File: config.mk
export PLATFORM = sky130hd
export DESIGN_NAME = sim_test_sequencer
export DESIGN_NICKNAME = d
export VERILOG_FILES = /design/src/rtl/sim_test_sequencer.sv
export SDC_FILE = /design/constraint.sdc
export NUM_CORES = 1
export LEC_CHECK = 0
export BUFFER_PORTS_ARGS = -buffer_cell sky130_fd_sc_hd__buf_2
export CAP_MARGIN = 20
export CORE_MARGIN = 2
export CORE_UTILIZATION = 55
export CTS_CLUSTER_DIAMETER = 30
export DETAILED_ROUTE_END_ITERATION = 8
export PLACE_DENSITY = 0.76
export SYNTH_ARGS = -nofsm -noshare
export SYNTH_HDL_FRONTEND = slang
export SYNTH_SLANG_ARGS = --single-unit
File: constraint.sdc
create_clock -name clk -period 2.35 [get_ports clk]
set_input_delay 0 -clock clk [delete_from_list [all_inputs] [get_ports clk]]
set_output_delay 0 -clock clk [all_outputs]
set_load 0.1 [all_outputs]
File: src/rtl/sim_test_sequencer.sv
// Test sequencer: pulses a DUT reset, waits a start delay, then runs each test
// method in index order over the req/busy/return handshake and reports the results.
module sim_test_sequencer #(
  parameter int N_TESTS     = 4,
  parameter int CNT_W       = 32,
  parameter int RESET_START = 3,
  parameter int RESET_LEN   = 6,
  parameter int START_DELAY = 100,
  parameter int GUARD       = 4,
  parameter int TIMEOUT     = 200000000
) (
  input  logic               clk,
  input  logic               reset,
  output logic               dut_reset,
  output logic [N_TESTS-1:0] test_req,
  input  logic [N_TESTS-1:0] test_busy,
  input  logic [N_TESTS-1:0] test_return,
  output logic [4:0]         current_index,
  output logic               done,
  output logic               pass,
  output logic [N_TESTS-1:0] fail_mask,
  output logic               timeout_flag,
  output logic [CNT_W-1:0]   cycle_count
);

  typedef enum logic [2:0] {
    RSTGEN,
    ISSUE,
    ARM,
    RUN,
    NEXT,
    FIN
  } state_t;

  localparam logic [CNT_W-1:0] CNT_MAX    = '1;
  localparam logic [CNT_W-1:0] RST_FIRST  = CNT_W'(RESET_START);
  localparam logic [CNT_W-1:0] RST_LAST   = CNT_W'(RESET_START + RESET_LEN - 1);
  localparam logic [CNT_W-1:0] START_AT   = CNT_W'(START_DELAY);
  localparam logic [CNT_W-1:0] GUARD_AT   = CNT_W'(GUARD);
  localparam logic [CNT_W-1:0] TIMEOUT_AT = CNT_W'(TIMEOUT - 1);
  localparam logic [4:0]       LAST_IDX   = 5'(N_TESTS - 1);

  state_t             r_state;
  logic [CNT_W-1:0]   r_count;
  logic [CNT_W-1:0]   r_tcnt;
  logic               r_dutReset;
  logic [N_TESTS-1:0] r_req;
  logic [4:0]         r_idx;
  logic               r_done;
  logic               r_pass;
  logic [N_TESTS-1:0] r_fail;
  logic               r_timeout;

  state_t             w_stateNext;
  logic [CNT_W-1:0]   w_countNext;
  logic [CNT_W-1:0]   w_tcntNext;
  logic               w_dutResetNext;
  logic [N_TESTS-1:0] w_reqNext;
  logic [4:0]         w_idxNext;
  logic               w_doneNext;
  logic               w_passNext;
  logic [N_TESTS-1:0] w_failNext;
  logic               w_timeoutNext;
  logic               w_busyCur;
  logic               w_retCur;
  logic               w_issue;
  logic [4:0]         w_issueIdx;
  logic               w_setFail;

  // Saturating counter keeps the start-delay compare valid forever.
  assign w_countNext    = (r_count == CNT_MAX) ? r_count : r_count + 1'b1;
  assign w_dutResetNext = (w_countNext >= RST_FIRST) && (w_countNext <= RST_LAST);

  always_comb begin
    w_busyCur = 1'b0;
    w_retCur  = 1'b0;
    for (int i = 0; i < N_TESTS; i++) begin
      if (r_idx == 5'(i)) begin
        w_busyCur = test_busy[i];
        w_retCur  = test_return[i];
      end
    end
  end

  always_comb begin
    w_stateNext   = r_state;
    w_idxNext     = r_idx;
    w_tcntNext    = r_tcnt;
    w_timeoutNext = r_timeout;
    w_doneNext    = r_done;
    w_passNext    = r_pass;
    w_issue       = 1'b0;
    w_issueIdx    = r_idx;
    w_setFail     = 1'b0;
    case (r_state)
      RSTGEN: begin
        if (r_count >= START_AT) begin
          w_issue     = 1'b1;
          w_stateNext = ISSUE;
        end
      end
      ISSUE: begin
        w_tcntNext  = r_tcnt + 1'b1;
        w_stateNext = ARM;
      end
      ARM: begin
        w_tcntNext = r_tcnt + 1'b1;
        if (r_tcnt == TIMEOUT_AT) begin
          w_setFail     = 1'b1;
          w_timeoutNext = 1'b1;
          w_stateNext   = NEXT;
        end else if (r_tcnt >= GUARD_AT) begin
          w_stateNext = RUN;
        end
      end
      RUN: begin
        w_tcntNext = r_tcnt + 1'b1;
        // A completion seen on the timeout cycle still counts as a completion.
        if (!w_busyCur) begin
          w_setFail   = !w_retCur;
          w_stateNext = NEXT;
        end else if (r_tcnt == TIMEOUT_AT) begin
          w_setFail     = 1'b1;
          w_timeoutNext = 1'b1;
          w_stateNext   = NEXT;
        end
      end
      NEXT: begin
        if (r_idx == LAST_IDX) begin
          w_doneNext  = 1'b1;
          w_passNext  = (r_fail == '0) && !r_timeout;
          w_stateNext = FIN;
        end else begin
          w_idxNext   = r_idx + 5'd1;
          w_issueIdx  = r_idx + 5'd1;
          w_issue     = 1'b1;
          w_stateNext = ISSUE;
        end
      end
      FIN: begin
        w_stateNext = FIN;
      end
      default: begin
        w_stateNext = RSTGEN;
      end
    endcase
    if (w_issue) begin
      w_tcntNext = '0;
    end
  end

  always_comb begin
    w_reqNext  = '0;
    w_failNext = r_fail;
    for (int i = 0; i < N_TESTS; i++) begin
      if (w_issue && (w_issueIdx == 5'(i))) begin
        w_reqNext[i] = 1'b1;
      end
      if (w_setFail && (r_idx == 5'(i))) begin
        w_failNext[i] = 1'b1;
      end
    end
  end

  always_ff @(posedge clk) begin
    if (reset) begin
      r_state    <= RSTGEN;
      r_count    <= '0;
      r_tcnt     <= '0;
      r_dutReset <= 1'b0;
      r_req      <= '0;
      r_idx      <= '0;
      r_done     <= 1'b0;
      r_pass     <= 1'b0;
      r_fail     <= '0;
      r_timeout  <= 1'b0;
    end else begin
      r_state    <= w_stateNext;
      r_count    <= w_countNext;
      r_tcnt     <= w_tcntNext;
      r_dutReset <= w_dutResetNext;
      r_req      <= w_reqNext;
      r_idx      <= w_idxNext;
      r_done     <= w_doneNext;
      r_pass     <= w_passNext;
      r_fail     <= w_failNext;
      r_timeout  <= w_timeoutNext;
    end
  end

  assign dut_reset     = r_dutReset;
  assign test_req      = r_req;
  assign current_index = r_idx;
  assign done          = r_done;
  assign pass          = r_pass;
  assign fail_mask     = r_fail;
  assign timeout_flag  = r_timeout;
  assign cycle_count   = r_count;

endmodule

==> impl_metrics.tcl <==
set metrics [dict create \
    r2r_slack_ps -50 \
    yosysMostFrequentCell "nor2_1" \
    crit_cells 7 \
    drt-pass1-iter-count 5 \
    via_per_inst 5.891 \
    leakagePower_nw 2.227 \
    cp_slowest_cell "or3_4" \
    die-width_um 97.15 \
    cp-startpoint "cycle_count[22]$_SDFF_PP0_" \
    critical_path_arrival_ps 2660 \
    portBuffers 58 \
    cp_max_fo 10 \
    worstReg2RegEnd "dut_reset$_SDFF_PP0_" \
    crit_buf_inv 0 \
    path_clk_slew_ps 90 \
    ys_seq_elements 84 \
    yosysSeqAreaShare_pct 35.24 \
    dp.cells 746 \
    holdBufCountCts 0 \
    avgSynthCellArea_um2 8.199 \
    grt_pass1_wl_um 20580 \
    drtAntennaViolNets 0 \
    placed_cell_area_um2 5285 \
    synthArstFlopShare_pct 0 \
    dp_hpwl_um 8949 \
    antenna_found_initial 0 \
    powerDensity_nw_per_um2 520.7 \
    drc 0 \
    rsz0062_at_grt "yes" \
    syn_to_final_growth_pct 17.36 \
    clockBufferDepth 2 \
    htree_levels 3 \
    worstMarginPinSlew_ps 519.5 \
    netlist_instances 582 \
    hold_violations 0 \
    io-pin-count 59 \
    maxSlewViolCount 0 \
    holdCritPathClass "in -> reg" \
    core_area_um2 8299 \
    grt-ovfl-total 0 \
    fin_nets 672 \
    synth_warnings 0 \
    critPathTopFamily "simple AND/OR/NAND/NOR gates" \
    cp-endpoint "dut_reset$_SDFF_PP0_" \
    final.setup.tns_ps -48.88 \
    crit_top_cell "nand4_1" \
    ir_drop_v 0.0002829 \
    max_cap_violations 0 \
    yosysTopAreaCell "dfxtp_1" \
    synth_cell_types 67 \
    avgRoutedWirePerCell_um 15.83 \
    fin_skew_ps 7.835 \
    synthTopCellsByArea "dfxtp_1, nor2_1, xor2_1" \
    critPathMaxStageDelay_ps 470 \
    fin_crit_ps 2399 \
    dieArea_um2 9437 \
    cts_tree "built" \
    status "complete, but fails checks" \
    first_iter_violations 187 \
    die_h_um 97.15 \
    vias 4501 \
    grt_pass1_vias 4256 \
    critPathLaunchType "flop" \
    rows 33 \
    fin_area_um2 5600 \
    synth-edff-count 0 \
    reg2regPathDepth 7 \
    worstPathCellList "nand4_1 -> or3_4 -> o211ai_1 -> mux2i_1 -> and3_2 -> nand4_1 -> nor4_1" \
    grt_max_degree 33 \
    synth_area_um2 4772 \
    numClockSinks 84 \
    stdcell_count 764 \
    synth_top_area_share_pct 35.24 \
    fmax_mhz 416.9 \
    violations "setup timing" \
    worstPathRequired_ps 2620 \
    diodes 0 \
    setup.worst_path.end_class "flop" \
    cts_buffers 9 \
    synth_nets 600 \
    synth_common_cells "nor2_1, dfxtp_1, nand2_1, nand3_1, xor2_1" \
    gp_congestion 0.9822 \
    initial_utilization_pct 57.50 \
    final-setup-viol-count 1 \
    clock_latency_ps 360 \
    r2r-start "cycle_count[22]$_SDFF_PP0_" \
    grt_usage_pct 26.07 \
    period_share_pct 102.1 \
    wl_um 12090 \
    setup_ws_ps -48.88 \
    root_buffer "clkbuf_8" \
    crit_type "reg -> reg" \
    slew_headroom_pct 64.91 \
    drive_above_1_share_pct 27.62 \
    synth_flop_cell "dfxtp_1" \
]
-- how the worst min path moves through the flow --
stage                                  endpoint          from  slack, ps  cells past startpoint
floorplan             timeout_flag$_SDFFE_PP0P_  test_busy[3]        400                      6
global placement              done$_SDFFE_PP0P_         reset        410                      2
detailed placement  current_index[1]$_SDFF_PP0_         reset        420                      2
CTS                 current_index[4]$_SDFF_PP0_         reset         30                      2
global route        current_index[4]$_SDFF_PP0_         reset         50                      2
finish              current_index[1]$_SDFF_PP0_         reset         40                      2
-- area by class of cell --
cell class | count | area, um2
repair buffers | 95 | 571.8
multi-input cells | 449 | 2883
inverters | 15 | 56.30
fillers | 684 | 2699
clock inverters | 6 | 93.84
flip-flops and latches | 84 | 1727
well taps | 105 | 131.4
clock buffers | 10 | 137.6
-- cell usage in the layout, fill, tap and decap left out, types with 3 or more instances in the layout --
cell      instances
or2_2             3
nand2b_1          3
nand4b_1          6
ha_1              6
dfxtp_1          50
or3_1             5
nand3b_1          3
nor4_1           17
nor4_2            4
nor2b_1           3
nand3_1          35
o211ai_1          4
a31oi_1           5
mux2i_1           6
a21oi_1          13
xnor2_1          30
nand4_1          27
nor2_1           90
nor3b_1           3
o22ai_1           6
xor2_1           31
nor3_1           18
and3_1           13
buf_2            58
inv_1            15
clkbuf_8         10
dfxtp_2          33
and2_1            3
buf_4            36
o21ai_0           9
o31ai_1           3
and3_2            4
a211oi_1          4
nand2_1          49
and4_1            6
-- kinds of logic after synthesis --
kind of cell	after synthesis	share of synthesized area, %
AOI/OAI and AO/OA	63	9.020
xor gates and xnor gates	63	11.72
adders and majority gates	8	2.098
buffers and inverters	49	5.663
DFF	84	35.24
muxes	8	1.730
and+or+nand+nor	307	34.53
-- state kept, by name, indices dropped and copies added (netlist names) --
register	cells
fail_mask	4
pass	1
test_req	4
done	1
r_state	3
dut_reset	1
current_index	5
cycle_count	32
timeout_flag	1
r_tcnt	32
-- per-layer routing --
layer / up-vias / wire length [um] / GRT usage, % / share of wire (%)
li1: 2204 / - / - / -
met4: 0 / 367 / 10.62 / 3.0
met2: 149 / 5821 / 42.57 / 48
met1: 2117 / 5260 / 33.90 / 44
met3: 31 / 641 / 4.964 / 5.3
met5: - / 0 / 0 / 0
-- metrics by stage --
stage / util (%) / setup WS, ps / total power, mW / hold slack (ps)
detailed placement: 63.68 / -70.06 / 1.743 / 416.4
global route: 67.48 / -60.94 / 3.020 / 47.29
finish: 67.48 / -48.88 / 2.916 / 37.36
global placement: 63.68 / -117.7 / 1.736 / 408.3
floorplan: - / -208.7 / 1.688 / 398.3
CTS: 66.85 / 9.612 / 2.945 / 28.98
-- what timing repair did --
item / CTS / global route
pin swaps: 4 / 2
gates resized for setup: 3 / 10
endpoints found under the setup margin: 1 / 37
cloned: 0 / 0
setup buffers: 2 / 0
-- power breakdown --
part / total [mW] / internal [mW] / switching [mW]
Combinational: 0.250 / 0.0793 / 0.171
Clock: 1.20 / 0.637 / 0.565
Sequential: 1.46 / 1.44 / 0.0224
Total: 2.92 / 2.16 / 0.758
No activity file was read; power rests on OpenSTA's default activity.
